File: src/rtl/stack_ctrl.sv
// stack_ctrl: sequences CALL/RET requests into push/pop operations on the
// hardware return stack, loads the PC with the new target or return address,
// and keeps a shadow occupancy count plus sticky overflow/underflow flags.
module stack_ctrl #(
   parameter int width = 8,
   parameter int depth = 1
) (
   input  logic             clk,
   input  logic             clr,
   input  logic             call,
   input  logic             ret,
   input  logic [width-1:0] target,
   input  logic [width-1:0] ret_addr,
   output logic             busy,
   output logic             pc_load,
   output logic [width-1:0] pc_out,
   output logic             done,
   output logic             err_ovf,
   output logic             err_unf,
   input  logic             err_clr,
   output logic [depth:0]   level,
   output logic             stk_c,
   output logic             stk_en,
   output logic [width-1:0] stk_push,
   input  logic [width-1:0] stk_peek,
   input  logic             stk_full,
   input  logic             stk_not_empty
);

   typedef enum logic [1:0] {
      IDLE,
      PUSH,
      POP,
      FIN
   } state_t;

   localparam int unsigned  LVL_MAX_I = 2 ** depth;
   localparam logic [depth:0] LVL_MAX = LVL_MAX_I[depth:0];

   state_t             state_q, state_d;
   logic               busy_q, busy_d;
   logic               pc_load_q, pc_load_d;
   logic [width-1:0]   pc_out_q, pc_out_d;
   logic               done_q, done_d;
   logic               ovf_q, ovf_d;
   logic               unf_q, unf_d;
   logic [depth:0]     level_q, level_d;
   logic               stk_c_q, stk_c_d;
   logic               stk_en_q, stk_en_d;
   logic [width-1:0]   stk_push_q, stk_push_d;
   // remembers that the request in flight faulted, so FIN skips pc_load
   logic               fault_q, fault_d;
   logic               ovf_set, unf_set;

   // next-state, datapath and flag logic; requests are only looked at in IDLE
   always_comb begin
      state_d    = state_q;
      busy_d     = busy_q;
      pc_load_d  = 1'b0;
      done_d     = 1'b0;
      pc_out_d   = pc_out_q;
      level_d    = level_q;
      stk_c_d    = stk_c_q;
      stk_en_d   = stk_en_q;
      stk_push_d = stk_push_q;
      fault_d    = fault_q;
      ovf_set    = 1'b0;
      unf_set    = 1'b0;

      case (state_q)
         IDLE: begin
            if (call) begin
               busy_d = 1'b1;
               if (!stk_full) begin
                  pc_out_d   = target;
                  stk_push_d = ret_addr;
                  stk_en_d   = 1'b1;
                  stk_c_d    = 1'b1;
                  fault_d    = 1'b0;
                  state_d    = PUSH;
               end else begin
                  ovf_set = 1'b1;
                  fault_d = 1'b1;
                  state_d = FIN;
               end
            end else if (ret) begin
               busy_d = 1'b1;
               if (stk_not_empty) begin
                  pc_out_d = stk_peek;
                  stk_en_d = 1'b1;
                  stk_c_d  = 1'b0;
                  fault_d  = 1'b0;
                  state_d  = POP;
               end else begin
                  unf_set = 1'b1;
                  fault_d = 1'b1;
                  state_d = FIN;
               end
            end
         end
         PUSH: begin
            stk_en_d = 1'b0;
            if (level_q != LVL_MAX) begin
               level_d = level_q + 1'b1;
            end
            state_d = FIN;
         end
         POP: begin
            stk_en_d = 1'b0;
            if (level_q != '0) begin
               level_d = level_q - 1'b1;
            end
            state_d = FIN;
         end
         FIN: begin
            pc_load_d = ~fault_q;
            done_d    = 1'b1;
            busy_d    = 1'b0;
            state_d   = IDLE;
         end
         default: begin
            state_d = IDLE;
         end
      endcase

      // a fault in the same cycle as err_clr keeps the flag set
      ovf_d = ovf_set | (ovf_q & ~err_clr);
      unf_d = unf_set | (unf_q & ~err_clr);
   end

   // state and output registers; clr aborts any request without a clock
   always_ff @(posedge clk or negedge clr) begin
      if (!clr) begin
         state_q    <= IDLE;
         busy_q     <= 1'b0;
         pc_load_q  <= 1'b0;
         pc_out_q   <= '0;
         done_q     <= 1'b0;
         ovf_q      <= 1'b0;
         unf_q      <= 1'b0;
         level_q    <= '0;
         stk_c_q    <= 1'b0;
         stk_en_q   <= 1'b0;
         stk_push_q <= '0;
         fault_q    <= 1'b0;
      end else begin
         state_q    <= state_d;
         busy_q     <= busy_d;
         pc_load_q  <= pc_load_d;
         pc_out_q   <= pc_out_d;
         done_q     <= done_d;
         ovf_q      <= ovf_d;
         unf_q      <= unf_d;
         level_q    <= level_d;
         stk_c_q    <= stk_c_d;
         stk_en_q   <= stk_en_d;
         stk_push_q <= stk_push_d;
         fault_q    <= fault_d;
      end
   end

   assign busy     = busy_q;
   assign pc_load  = pc_load_q;
   assign pc_out   = pc_out_q;
   assign done     = done_q;
   assign err_ovf  = ovf_q;
   assign err_unf  = unf_q;
   assign level    = level_q;
   assign stk_c    = stk_c_q;
   assign stk_en   = stk_en_q;
   assign stk_push = stk_push_q;

endmodule
File: config.mk
export PLATFORM = sky130hd
export DESIGN_NAME = stack_ctrl
export DESIGN_NICKNAME = d
export VERILOG_FILES = /design/src/rtl/stack_ctrl.sv
export SDC_FILE = /design/constraint.sdc
export NUM_CORES = 1
export LEC_CHECK = 0
export ABC_AREA = 1
export CORE_UTILIZATION = 38
export CTS_CLUSTER_DIAMETER = 150
export DETAILED_ROUTE_END_ITERATION = 8
export GPL_ROUTABILITY_DRIVEN = 1
export PLACE_DENSITY_LB_ADDON = 0.1
export RECOVER_POWER = 100
export SYNTH_ARGS = -nofsm -noshare
export SYNTH_HDL_FRONTEND = slang
export SYNTH_SLANG_ARGS = --single-unit
File: constraint.sdc
create_clock -name clk -period 1.53 [get_ports clk]
set_input_delay 0.306 -clock clk [delete_from_list [all_inputs] [get_ports clk]]
set_output_delay 0.306 -clock clk [all_outputs]
set_load 0.05 [all_outputs]
# Yosys cells after proc, flatten, opt, wreduce, memory -nomap -nowiden
# Index checks and enable logic that the tools add are counted.
[totals]
in_bits = 31
ff_bits = 28
out_inout_bits = 25
[op_classes]
add_sub_neg = 2
muxes = 34
bitwise_logic = 7
reduce_logical = 14
n_eq_ne = 10
[op_table]
columns = ["op", "count"]
rows = [
  ["8-bit 2-to-1 mux", 4],
  ["1-bit 2-to-1 mux", 21],
  ["2-bit nonzero test", 6],
  ["2-bit 2-to-1 mux", 5],
  ["3-bit != test, second input constant", 3],
  ["2-bit != test, second input constant", 4],
  ["4-bit AND reduction", 2],
  ["2-bit case mux with 3 select lines", 1],
  ["3-bit AND reduction", 2],
  ["2-bit == test, second input constant", 2],
  ["1-bit case mux with 2 select lines", 2],
  ["2-bit case mux with 2 select lines", 1],
  ["2-bit AND reduction", 2],
  ["1-bit NOT", 3],
  ["2-bit by 1-bit adder with 2-bit output, second input constant", 1],
  ["1-bit AND", 2],
  ["2-bit by 1-bit == test with 1-bit output, second input constant", 1],
  ["2-bit zero test", 1],
  ["1-bit bitwise OR", 2],
  ["2-bit OR reduction", 1],
  ["2-bit by 1-bit subtractor with 2-bit output, second input constant", 1],
]

# Depth between registers and ports, before layout
# Gate-level depths: netlist of the first run.
[logic_depth]
depth_word = 5
mapped_depth = 8
mapped_depth_nobuf = 7

# Worst setup path before layout of the first run
# Ideal clock, no wire load.
[synth_path]
path_kind = "register to register"
from = "register state_q[0]"
to = "register stk_c_q, in the netlist stk_c"
arrival_ns = 1.308
path_slack_ns = 0.103
setup_ns = 0.119
path_stages_with_launch = 9
cell_sequence = "dfrtp_1 -> inv_1 -> ha_1 -> inv_1 -> nor2_2 -> nand2_2 -> buf_6 -> nand2_1 -> nand2_1"
[synth_via]
elab_chain_len = 2
[synth_rtl]
columns = ["item", "line_no", "source"]
rows = [
  ["start, declared", "40", "state_t state_q, state_d;"],
  ["start signal, assigned", "147", "state_q <= state_d;"],
  ["2-bit zero test", "70", "case (state_q)"],
  ["4-bit AND reduction (no line)", "--", ""],
  ["end signal, assigned", "155", "stk_c_q <= stk_c_d;"],
  ["end, declared", "48", "logic stk_c_q, stk_c_d;"],
]
# Every way passes these cells.
# A chain may end at the register's enable or synchronous reset.

# Final worst setup path of the first run
[layout_path]
from = "input call"
to = "register state_q[1]"
[layout_via]
elab_chain_len = 2
elab_cells_between_ends = 3
classes_between = "eq/ne (1); mux (2)"
[layout_rtl]
columns = ["item", "line_no", "source"]
rows = [
  ["start, declared", "10", "input logic call,"],
  ["2-bit 2-to-1 mux", "72", "if (call) begin"],
  ["2-bit case mux with 3 select lines", "70", ""],
]
# Several ways; a longest one is shown, not always the timed one.

==> impl_summary.txt, run 1 <==
----------------------------------------------------
[Power]
  Power share of the combinational group ... 0.589
  Max IR drop VDD ... 826.9 uV
  Overall power consumption ... 3.981 mW
  Leakage power summed over all cells ... 1.006 nW
  Clock network fraction of design power ... 0.096
  P_int ... 1.849 mW
  Cell area power density ... 2104 nW/um^2
  Sw Pwr ... 2.132 mW
  Part of the power in registers ... 0.315
  Switching share of total power ... 0.5354

[Timing]
  Final hold violation count ... 0
  Maximum clock skew at final layout ... 8.229 ps
  Number of setup violations in the final report ... 0
  Final min period ... 1457 ps
  Highest clock frequency the design can meet ... 0.6861 GHz
  Max-slew violation count ... 0
  Setup repair after global routing missed its margin ... no
  Tightest Pin Transition ... 684.0 ps
  Fin crit share ... 0.9526
  Tightest slew margin relative to the limit ... 0.5440

[Place]
  Total instance count after detailed placement ... 259
  Port buffer count ... 55
  HPWL after DPL ... 2488 um
  Instance area after placement ... 2211 um^2
  Placer's final routability congestion estimate ... 0.8039

[Worst setup path]
  Worst flop-to-flop path startpoint ... state_q[0]
  Arrival time worst endpoint ... 1720 ps
  Crit path kind ... primary input to flop
  R2R Setup Slk ... 90 ps
  Critical path fanouts, max ... 7
  Crit. End Element ... flop
  Worst setup path end ... state_q[1]
  Standard cell with the maximum stage delay on the critical path ... sky130_fd_sc_hd__dlygate4sd3_1
  Series of cell instances along the critical path ... dlygate4sd3_1 -> nor2_1 -> nand2_1 -> a31oi_1
  CP peak stage delay ... 640 ps
  WP data required ... 1790 ps
  Startpoint type of the worst setup path ... primary input
  Reg2reg path depth ... 6
  Reg2Reg Capture Point ... pc_out[7]
  Worst setup path start ... call

[Global routing]
  Number of global-route vias before repair ... 1,225
  Total global-route track usage ... 0.1912
  Largest net degree at the start of global routing ... 29
  Global-route wire length before repair ... 5147 um
  Antenna violations before repair ... 0
  Overflow left after global routing ... 0

[Drt]
  Number of vias per cell after detailed routing ... 4.667
  Number of search-and-repair iterations in the first detailed-routing pass ... 4
  Total routed wirelength ... 3354 um
  Avg WL per Cell ... 12.70 um
  First DRT Iteration DRCs ... 54
  Vias ... 1,232
  DRC errors left ... 0
  Number of antenna-violating nets in the routed design ... 0

[Cells and area]
  Post-Layout Cell Count ... 264
  Most common library cell in the layout ignoring fill and taps ... sky130_fd_sc_hd__nand2_1
  Area delta synth->final ... 42.10%
  Number of nets in the finished design ... 256
  Diodes inserted ... 0
  Highest-count cells in the layout ignoring fill and taps ... sky130_fd_sc_hd__nand2_1, sky130_fd_sc_hd__inv_1, sky130_fd_sc_hd__dfrtp_1, sky130_fd_sc_hd__clkdlybuf4s50_1, sky130_fd_sc_hd__clkbuf_2
  Number of filler instances in the final layout ... 322
  Finished Cell Area ... 1892 um^2
  Share of final-layout standard cells stronger than drive strength 1 ... 0.2248
  Register Area ... 700.7 um^2
  Area of the multi-input gates ... 515.5 um^2

[Synthesis]
  Post-synthesis net count ... 190
  Cell count after synthesis ... 153
  Yosys warning total ... 0
  Number of different library cells in the post-synthesis netlist ... 19
  Sequential cell area fraction in the yosys report ... 0.5263
  Cell Area, Synth ... 1331 um^2
  Mapped Avg Cell Area ... 8.701 um^2
  Post-synthesis sequential element count ... 28

[Clocking]
  Number of H-tree levels ... 1
  Clock network latency to the later pin of the worst-skew pair ... 340 ps
  TritonCTS clock tree ... done
  Buffers from clock root to sink, at most ... 2
  Clock tree root buffer cell ... sky130_fd_sc_hd__clkbuf_4
  Clock transition at the register clock pins on the worst setup and hold paths after CTS ... 160 ps
  Hold-fix buffers, CTS ... 0
  Clock buffers created by TritonCTS ... 3
  Count of clock tree sinks ... 28

[Floorplan]
  I/O pin cnt ... 56
  Die extent in y ... 61.19 um
  Standard-cell row count ... 21
  Width of the die ... 61.19 um
  Core area ... 3337 um^2
  Die Area ... 3744 um^2
  Initial Util ... 0.3990

[Outcome]
  Run status ... complete, no violations

[Run]
  Reported max-cap violation count ... 0

[Worst hold path]
  Path class of the lowest-slack min-delay path ... flop to flop

----------------------------------------------------
## layout make-up
type | instances | area share
clock buffer | 4 | 0.01918
sequential | 28 | 0.3704
multi-input combinational | 95 | 0.2725
tap | 46 | 0.03042
timing repair buffer | 63 | 0.2520
inverter | 28 | 0.05556
## what timing repair did
item	in CTS	in global routing
setup endpoints to repair	1	10
resized for setup	1	3
buffers inserted	0	0
gates cloned	0	1
## sequential cells by signal, summed over array words and instances, names as in the netlist
register and cells:
done 1, state_q 2, fault_q 1, err_unf 1, err_ovf 1, pc_out 8
stk_push 8, level 2, pc_load 1, stk_c 1, stk_en 1, busy 1
## cell usage after synthesis
cell type                   n  area, um^2
sky130_fd_sc_hd__nand2_2    1       6.260
sky130_fd_sc_hd__a31oi_1    2       12.51
sky130_fd_sc_hd__o21ai_0   23       115.1
sky130_fd_sc_hd__dfrtp_1   28       700.7
sky130_fd_sc_hd__o21ai_1    7       35.03
sky130_fd_sc_hd__nand2_1   30       112.6
sky130_fd_sc_hd__nor2_2     2       12.51
sky130_fd_sc_hd__a21oi_1    2       10.01
sky130_fd_sc_hd__o21ai_2    1       8.760
sky130_fd_sc_hd__o21bai_1   1       7.510
sky130_fd_sc_hd__nand3_1    5       25.02
sky130_fd_sc_hd__inv_1     28       105.1
sky130_fd_sc_hd__clkbuf_1   1       3.750
sky130_fd_sc_hd__nor2_1     4       15.01
sky130_fd_sc_hd__o21a_1     1       7.510
sky130_fd_sc_hd__buf_6      2       22.52
sky130_fd_sc_hd__ha_1       6       75.07
sky130_fd_sc_hd__o22ai_1    1       6.260
sky130_fd_sc_hd__or2_2      8       50.05
## power groups by stage
stage	Sequential [mW]	Clock, mW	Combinational, mW
floorplan	2.28	0	0.670
CTS	1.41	0.388	3.20
global route	1.29	0.411	2.52
finish	1.25	0.384	2.34
detailed placement	1.43	0	3.18
global placement	1.40	0	3.12
## per-layer routing
metal / share of wire / vias to the layer above / wire length (um) / track usage
met4: 0.019 / 0 / 65 / 0.1071
met3: 0.065 / 6 / 219 / 0.03992
li1: - / 607 / - / -
met5: 0 / - / 0 / 0
met1: 0.40 / 576 / 1345 / 0.2037
met2: 0.51 / 43 / 1723 / 0.3494
## worst max-delay path, delay by kind of cell
family	cells	cell delay, ps
AO/OA/AOI/OAI	1	270
buffers and inverters	1	640
AND/OR/NAND/NOR	2	510
## worst min-delay path by stage
stage / end / from / slack, ps / cells after the start
floorplan: busy / clr / 10 / 0
global placement: pc_load / fault_q / 420 / 1
detailed placement: pc_load / fault_q / 420 / 1
CTS: pc_out[6] / clr / 330 / 2
global route: pc_load / fault_q / 460 / 1
finish: pc_load / fault_q / 440 / 1
## kinds of logic (layout without fill, tap and decap cells)
group / count (synthesis) / count (layout) / synth area share
buf+inv: 31 / 95 / 0.09868
flops: 28 / 28 / 0.5263
fa+ha+maj: 6 / 6 / 0.05639
simple gates: 50 / 51 / 0.1664
compound gates: 38 / 38 / 0.1523
## per-stage QoR
| stage | setup TNS, ps | setup slack (ps) | hold WS, ps | util |
|---|---|---|---|---|
| 6_report | 0 | 72.56 | 442.1 | 0.5669 |
| 4_1_cts | 0 | 61.22 | 334.4 | 0.6749 |
| 3_3_place_gp | -1001 | -106.4 | 419.6 | 0.6625 |
| 3_5_place_dp | -1546 | -157.0 | 422.0 | 0.6625 |
| 2_1_floorplan | 0 | 102.7 | 10.41 | - |
| 5_1_grt | 0 | 26.87 | 462.0 | 0.5669 |
(Power assumes the default switching activity.)
==> run 2, diff against run 1 <==
CORE_ASPECT_RATIO = 0.9   (was default)
CORE_UTILIZATION = 30   (was 38)
==> run 2 against run 1 <==
Effect of this change: sequential cell count unchanged; sequential power about the same; critical endpoint is now pc_out[4]; die area increased by 26%; critical path depth increased by 1; utilization down 8.1 points; clock power grew 49%; first-iteration DRC count fell by 46%; register-to-register slack improved by 90 ps; clock skew rose by 3.0 ps; routed wire length fell by 9.1%; clock-buffer cell count fell by 1.
==> impl_summary.txt, run 2 (synthesis results as in run 1) <==
----------------------------------------------------
[Clocking]
  Clock network latency to the later pin of the worst-skew pair ... 270 ps (-70 ps)
  Clock buffers created by TritonCTS ... 3 (unchanged)
  Clock transition at the register clock pins on the worst setup and hold paths after CTS ... 100 ps (-60 ps)
  Buffers from clock root to sink, at most ... 2 (unchanged)
  Hold-fix buffers, CTS ... 0 (unchanged)
  TritonCTS clock tree ... done
  Clock tree root buffer cell ... sky130_fd_sc_hd__clkbuf_8
  Number of H-tree levels ... 1 (unchanged)
  Count of clock tree sinks ... 28 (unchanged)

[Drt]
  First DRT Iteration DRCs ... 29 (-46%)
  Routed wl met3 ... 183 um (-16%)
  Number of vias per cell after detailed routing ... 4.266 (-8.6%)
  Number of antenna-violating nets in the routed design ... 0 (unchanged)
  Metal2 WL ... 1548 um (-10%)
  Vias ... 1,203 (-2.4%)
  Avg WL per Cell ... 10.81 um (-15%)
  Highest routed metal layer ... met4
  DRC errors left ... 0 (unchanged)
  Number of search-and-repair iterations in the first detailed-routing pass ... 4 (unchanged)
  Met1 wire length ... 1298 um (-3.5%)
  Total routed wirelength ... 3049 um (-9.1%)

[Cells and area]
  Number of nets in the finished design ... 260 (+1.6%)
  Most common library cell in the layout ignoring fill and taps ... sky130_fd_sc_hd__nand2_1
  Highest-count cells in the layout ignoring fill and taps ... sky130_fd_sc_hd__nand2_1, sky130_fd_sc_hd__clkdlybuf4s50_1, sky130_fd_sc_hd__inv_1, sky130_fd_sc_hd__dfrtp_1, sky130_fd_sc_hd__o21ai_0
  Finished Cell Area ... 2018 um^2 (+6.7%)
  Share of final-layout standard cells stronger than drive strength 1 ... 0.2117 (-0.01306)
  Post-Layout Cell Count ... 282 (+6.8%)
  Area delta synth->final ... 51.60%
  Diodes inserted ... 0 (unchanged)

[Timing]
  Tightest Pin Transition ... 690.6 ps (+6.578 ps)
  Fin Setup TNS ... 0 ps (unchanged)
  Max-slew violation count ... 0 (unchanged)
  Final setup slack of the worst path ... 143.1 ps (+70.59 ps)
  Maximum clock skew at final layout ... 11.27 ps (+3.038 ps)
  Number of setup violations in the final report ... 0 (unchanged)
  Final hold violation count ... 0 (unchanged)
  Highest clock frequency the design can meet ... 0.7211 GHz (+5.1%)
  Final min period ... 1387 ps (-70.59 ps)
  Tightest slew margin relative to the limit ... 0.5396 (-0.004385)
  Setup repair after global routing missed its margin ... no
  Fin crit share ... 0.9064 (-0.04614)

[Worst setup path]
  WP data required ... 1700 ps (-90 ps)
  Buffers plus inverters on the worst setup path ... 1 (unchanged)
  Standard cell with the maximum stage delay on the critical path ... sky130_fd_sc_hd__clkdlybuf4s50_1
  Worst setup path start ... call
  Critical path fanouts, max ... 18 (+11)
  Series of cell instances along the critical path ... clkdlybuf4s50_1 -> o21ai_0 -> nand2_4 -> nand2_1 -> o21ai_0
  Startpoint type of the worst setup path ... primary input
  Most used cell along the critical path ... sky130_fd_sc_hd__o21ai_0
  CP Depth ... 5 (+1)
  Arrival time worst endpoint ... 1550 ps (-170 ps)
  Crit path kind ... primary input to flop
  Reg2reg path depth ... 7 (+1)
  Crit. End Element ... flop
  Worst flop-to-flop path startpoint ... state_q[0]
  CP peak stage delay ... 520 ps (-120 ps)
  Top Family by Delay on Critical Path ... buffers and inverters

[Run]
  Reported max-cap violation count ... 0 (unchanged)

[Global routing]
  Antenna violations before repair ... 0 (unchanged)
  Overflow left after global routing ... 0 (unchanged)
  Largest net degree at the start of global routing ... 29 (unchanged)
  Number of global-route vias before repair ... 1,273 (+3.9%)
  Global-route wire length before repair ... 5457 um (+6.0%)
  Total global-route track usage ... 0.1478 (-0.04340)

[Floorplan]
  Die Area ... 4708 um^2 (+26%)
  Standard-cell row count ... 22 (+4.8%)
  Die extent in y ... 65.20 um (+6.5%)
  I/O pin cnt ... 56 (unchanged)
  Core area ... 4156 um^2 (+25%)
  Initial Util ... 0.3203 (-0.07866)
  Width of the die ... 72.22 um (+18%)

[Place]
  Instance area after placement ... 2278 um^2 (+3.1%)
  Total instance count after detailed placement ... 278 (+7.3%)
  Place WS ... -134.8 ps (+22.15 ps)
  HPWL after DPL ... 2425 um (-2.5%)
  Port buffer count ... 55 (unchanged)
  Placer's final routability congestion estimate ... 0.7498 (-6.7%)

[Worst hold path]
  Worst hold path startpoint ... fault_q
  Worst Hold Path Cells ... 1 (unchanged)
  Path class of the lowest-slack min-delay path ... flop to flop

[Outcome]
  Run status ... complete, no violations

[Power]
  Max IR drop VDD ... 982.7 uV (+19%)
  Leakage power summed over all cells ... 1.120 nW (+11%)
  Cell area power density ... 2076 nW/um^2 (-1.4%)

----------------------------------------------------
==> run 2: cell types whose count changed in the layout (fill, tap and decap cells not counted), moves of 2 or more <==
cell,change
sky130_fd_sc_hd__o21ai_1,-2
sky130_fd_sc_hd__clkbuf_2,-6
sky130_fd_sc_hd__clkbuf_8,+2
sky130_fd_sc_hd__dlymetal6s2s_1,+6
sky130_fd_sc_hd__buf_4,+5
sky130_fd_sc_hd__clkbuf_4,-2
sky130_fd_sc_hd__o21ai_0,+2
sky130_fd_sc_hd__nor2_2,+2
==> run 2: timing repair <==
item,in CTS,in global routing
gates resized for setup,0,1
setup buffers,0,0
setup endpoints to repair,0,10
==> run 2: final cells by class <==
| cell class | count | area [um^2] |
|---|---|---|
| Fill cell | 409 | 2138 |
| Timing Repair Buffer | 68 | 561.8 |
| Clock buffer | 3 | 41.29 |
| Sequential cell | 28 | 700.7 |
| Tap cell | 60 | 75.07 |
| Multi-Input combinational cell | 94 | 504.2 |
| Inverter | 28 | 105.1 |
| Clock inverter | 1 | 30.03 |
==> run 2: metal layers <==
metal / vias to the layer above / GRT usage
li1: 617 / -
met1: 554 / 0.1675
met3: 2 / 0.05061
met4: 0 / 0.02206
met2: 30 / 0.2722
met5: - / 0
==> run 2: path summary, 6_finish.rpt <==
check | endpoint | slack (ps)
max reg2reg | stk_en | 180
min in group asynchronous | stk_push[2] | 590
max | pc_out[4] | 140
min reg2reg | pc_load | 430
min | pc_load | 430
max in group asynchronous | level[0] | 490
==> run 2: per-stage QoR <==
step | util | power (mW) | hold slack [ps]
2_1_floorplan | - | 2.948 | 10.41
3_3_place_gp | 0.5482 | 4.595 | 418.2
3_5_place_dp | 0.5482 | 4.647 | 422.0
4_1_cts | 0.5653 | 5.246 | 408.5
5_1_grt | 0.4856 | 4.496 | 458.0
6_report | 0.4856 | 4.189 | 427.9
==> run 2: report_power, final <==
| part | total (mW) | internal (mW) | switching (mW) |
|---|---|---|---|
| Sequential | 1.25 | 1.07 | 0.177 |
| Clock | 0.574 | 0.350 | 0.224 |
| Combinational | 2.36 | 0.701 | 1.66 |
| Total | 4.19 | 2.13 | 2.06 |
==> run 3, diff against run 2 <==
PLACE_DENSITY_LB_ADDON = 0.25   (was 0.1)
==> run 3 against run 2 <==
Effect of this change: sequential share of layout area grew 0.91 points; global-route usage shrank 0.35 points; register-to-register slack is essentially flat; utilization shrank 1.2 points; non-clock buffer count shrank 1; clock power shrank 21%; setup slack lost 31 ps.
==> impl_summary.txt, run 3 (synthesis results as in run 1) <==
----------------------------------------------------
[Worst setup path]
  Critical path fanouts, max ... 17 (-1)
  WP data required ... 1680 ps (-20 ps)
  Crit. End Element ... flop
  Reg2Reg Capture Point ... pc_out[4]
  Arrival time worst endpoint ... 1570 ps (+20 ps)
  Reg2reg path depth ... 7 (unchanged)
  Crit path kind ... primary input to flop
  R2R Setup Slk ... 180 ps (about the same)
  Worst flop-to-flop path startpoint ... state_q[0]
  Startpoint type of the worst setup path ... primary input

[Drt]
  Avg WL per Cell ... 11.05 um (+2.2%)
  First DRT Iteration DRCs ... 41 (+41%)
  DRC errors left ... 0 (unchanged)
  Vias ... 1,208 (+0.42%)
  Number of search-and-repair iterations in the first detailed-routing pass ... 4 (unchanged)
  Number of vias per cell after detailed routing ... 4.299 (+0.77%)
  Number of antenna-violating nets in the routed design ... 0 (unchanged)
  Total routed wirelength ... 3105 um (+1.8%)

[Floorplan]
  Width of the die ... 72.22 um (unchanged)
  Standard-cell row count ... 22 (unchanged)
  Initial Util ... 0.3203 (unchanged)
  Core area ... 4156 um^2 (unchanged)
  I/O pin cnt ... 56 (unchanged)
  Die Area ... 4708 um^2 (unchanged)
  Die extent in y ... 65.20 um (unchanged)

[Worst hold path]
  Worst Hold Path Cells ... 1 (unchanged)
  Hold-critical path endpoint ... pc_load
  Path class of the lowest-slack min-delay path ... flop to flop
  Worst hold path startpoint ... fault_q

[Timing]
  Maximum clock skew at final layout ... 6.298 ps (-4.969 ps)
  Fin Setup TNS ... 0 ps (unchanged)
  Tightest Pin Transition ... 676.8 ps (-13.79 ps)
  Final setup slack of the worst path ... 111.7 ps (-31.45 ps)
  Number of setup violations in the final report ... 0 (unchanged)
  Final min period ... 1418 ps (+31.45 ps)
  Highest clock frequency the design can meet ... 0.7051 GHz (-2.2%)
  Setup repair after global routing missed its margin ... no
  Final hold violation count ... 0 (unchanged)
  Worst-case hold slack ... 434.3 ps (+6.353 ps)
  Tightest slew margin relative to the limit ... 0.5488 (+0.009190)
  Fin crit share ... 0.9270 (+0.02056)
  Max-slew violation count ... 0 (unchanged)

[Cells and area]
  Highest-count cells in the layout ignoring fill and taps ... sky130_fd_sc_hd__nand2_1, sky130_fd_sc_hd__o21ai_0, sky130_fd_sc_hd__clkdlybuf4s50_1
  Share of final-layout standard cells stronger than drive strength 1 ... 0.2172 (+0.005483)
  Share of the core filled with cells in the final layout ... 0.4732 (-0.01234)
  Area delta synth->final ... 47.74%
  Most common library cell in the layout ignoring fill and taps ... sky130_fd_sc_hd__nand2_1
  Diodes inserted ... 0 (unchanged)
  Post-Layout Cell Count ... 281 (-0.35%)
  Number of nets in the finished design ... 259 (-0.38%)

[Power]
  Cell area power density ... 2045 nW/um^2 (-1.5%)
  Max IR drop VDD ... 836.4 uV (-15%)
  Leakage power summed over all cells ... 1.067 nW (-4.7%)

[Global routing]
  Number of global-route vias before repair ... 1,215 (-4.6%)
  Overflow left after global routing ... 0 (unchanged)
  Total global-route track usage ... 0.1443 (-0.003498)
  Antenna violations before repair ... 0 (unchanged)
  Largest net degree at the start of global routing ... 29 (unchanged)
  Global-route wire length before repair ... 5244 um (-3.9%)

[Clocking]
  Clock tree root buffer cell ... sky130_fd_sc_hd__clkbuf_8
  Number of setup buffers added after CTS ... 0 (unchanged)
  TritonCTS clock tree ... done
  Clock buffers created by TritonCTS ... 3 (unchanged)
  Clock transition at the register clock pins on the worst setup and hold paths after CTS ... 90 ps (about the same)
  Number of H-tree levels ... 1 (unchanged)
  Clock network latency to the later pin of the worst-skew pair ... 270 ps (about the same)
  Buffers from clock root to sink, at most ... 2 (unchanged)
  Count of clock tree sinks ... 28 (unchanged)

[Place]
  Placer's final routability congestion estimate ... 0.7747 (+3.3%)
  Place WS ... -182.4 ps (-47.55 ps)
  Total instance count after detailed placement ... 277 (-0.36%)
  Port buffer count ... 55 (unchanged)
  HPWL after DPL ... 2394 um (-1.3%)

[Run]
  Reported max-cap violation count ... 0 (unchanged)

[Outcome]
  Run status ... complete, no violations

----------------------------------------------------
## run 3: metal layers
| layer | GRT usage | routed length [um] | up-vias |
|---|---|---|---|
| met5 | 0 | 0 | - |
| met3 | 0.04755 | 190 | 4 |
| met1 | 0.1659 | 1412 | 553 |
| li1 | - | - | 614 |
| met2 | 0.2582 | 1480 | 37 |
| met4 | 0.03431 | 23 | 0 |
## run 3: metrics by stage
step / area (um^2) / power [mW]
6_report: 1967 / 4.022
5_1_grt: 1967 / 4.316
4_1_cts: 2313 / 5.090
3_5_place_dp: 2258 / 4.622
3_3_place_gp: 2258 / 4.571
2_1_floorplan: 1331 / 2.948
## run 3: cell type report
| type | count | area [um^2] |
|---|---|---|
| sequential | 28 | 700.7 |
| inverter | 28 | 105.1 |
| timing repair buffer | 67 | 528.0 |
| multi-input combinational | 94 | 503.0 |
| clock buffer | 4 | 55.05 |
| tap | 60 | 75.07 |
| fill | 411 | 2190 |
## run 3: worst max path at each step
| stage | from | to | slack, ps | depth (start not counted) |
|---|---|---|---|---|
| finish | call | stk_push[2] | 110 | 6 |
| global route | call | stk_push[2] | 40 | 6 |
| CTS | state_q[0] | pc_out[7] | 80 | 7 |
| detailed placement | call | pc_out[7] | -180 | 6 |
| global placement | call | pc_out[0] | -130 | 6 |
| floorplan | state_q[0] | stk_c | 100 | 8 |
## run 3: timing repair
item	in CTS	in global routing
resized for setup	0	3
hold buffers	0	0
setup endpoints to repair	0	10
## run 3: power by group
part	internal [mW]	total [mW]	switching (mW)
logic	0.651	2.33	1.68
clock network	0.230	0.453	0.223
registers	1.07	1.24	0.167
total	1.96	4.02	2.07
## run 3: worst max-delay path: stages
cell and delay [ps]:
sky130_fd_sc_hd__clkdlybuf4s50_1 620, sky130_fd_sc_hd__clkbuf_4 200, sky130_fd_sc_hd__nand3_1 80, sky130_fd_sc_hd__clkbuf_4 210, sky130_fd_sc_hd__nand2_1 70, sky130_fd_sc_hd__o21ai_0 80
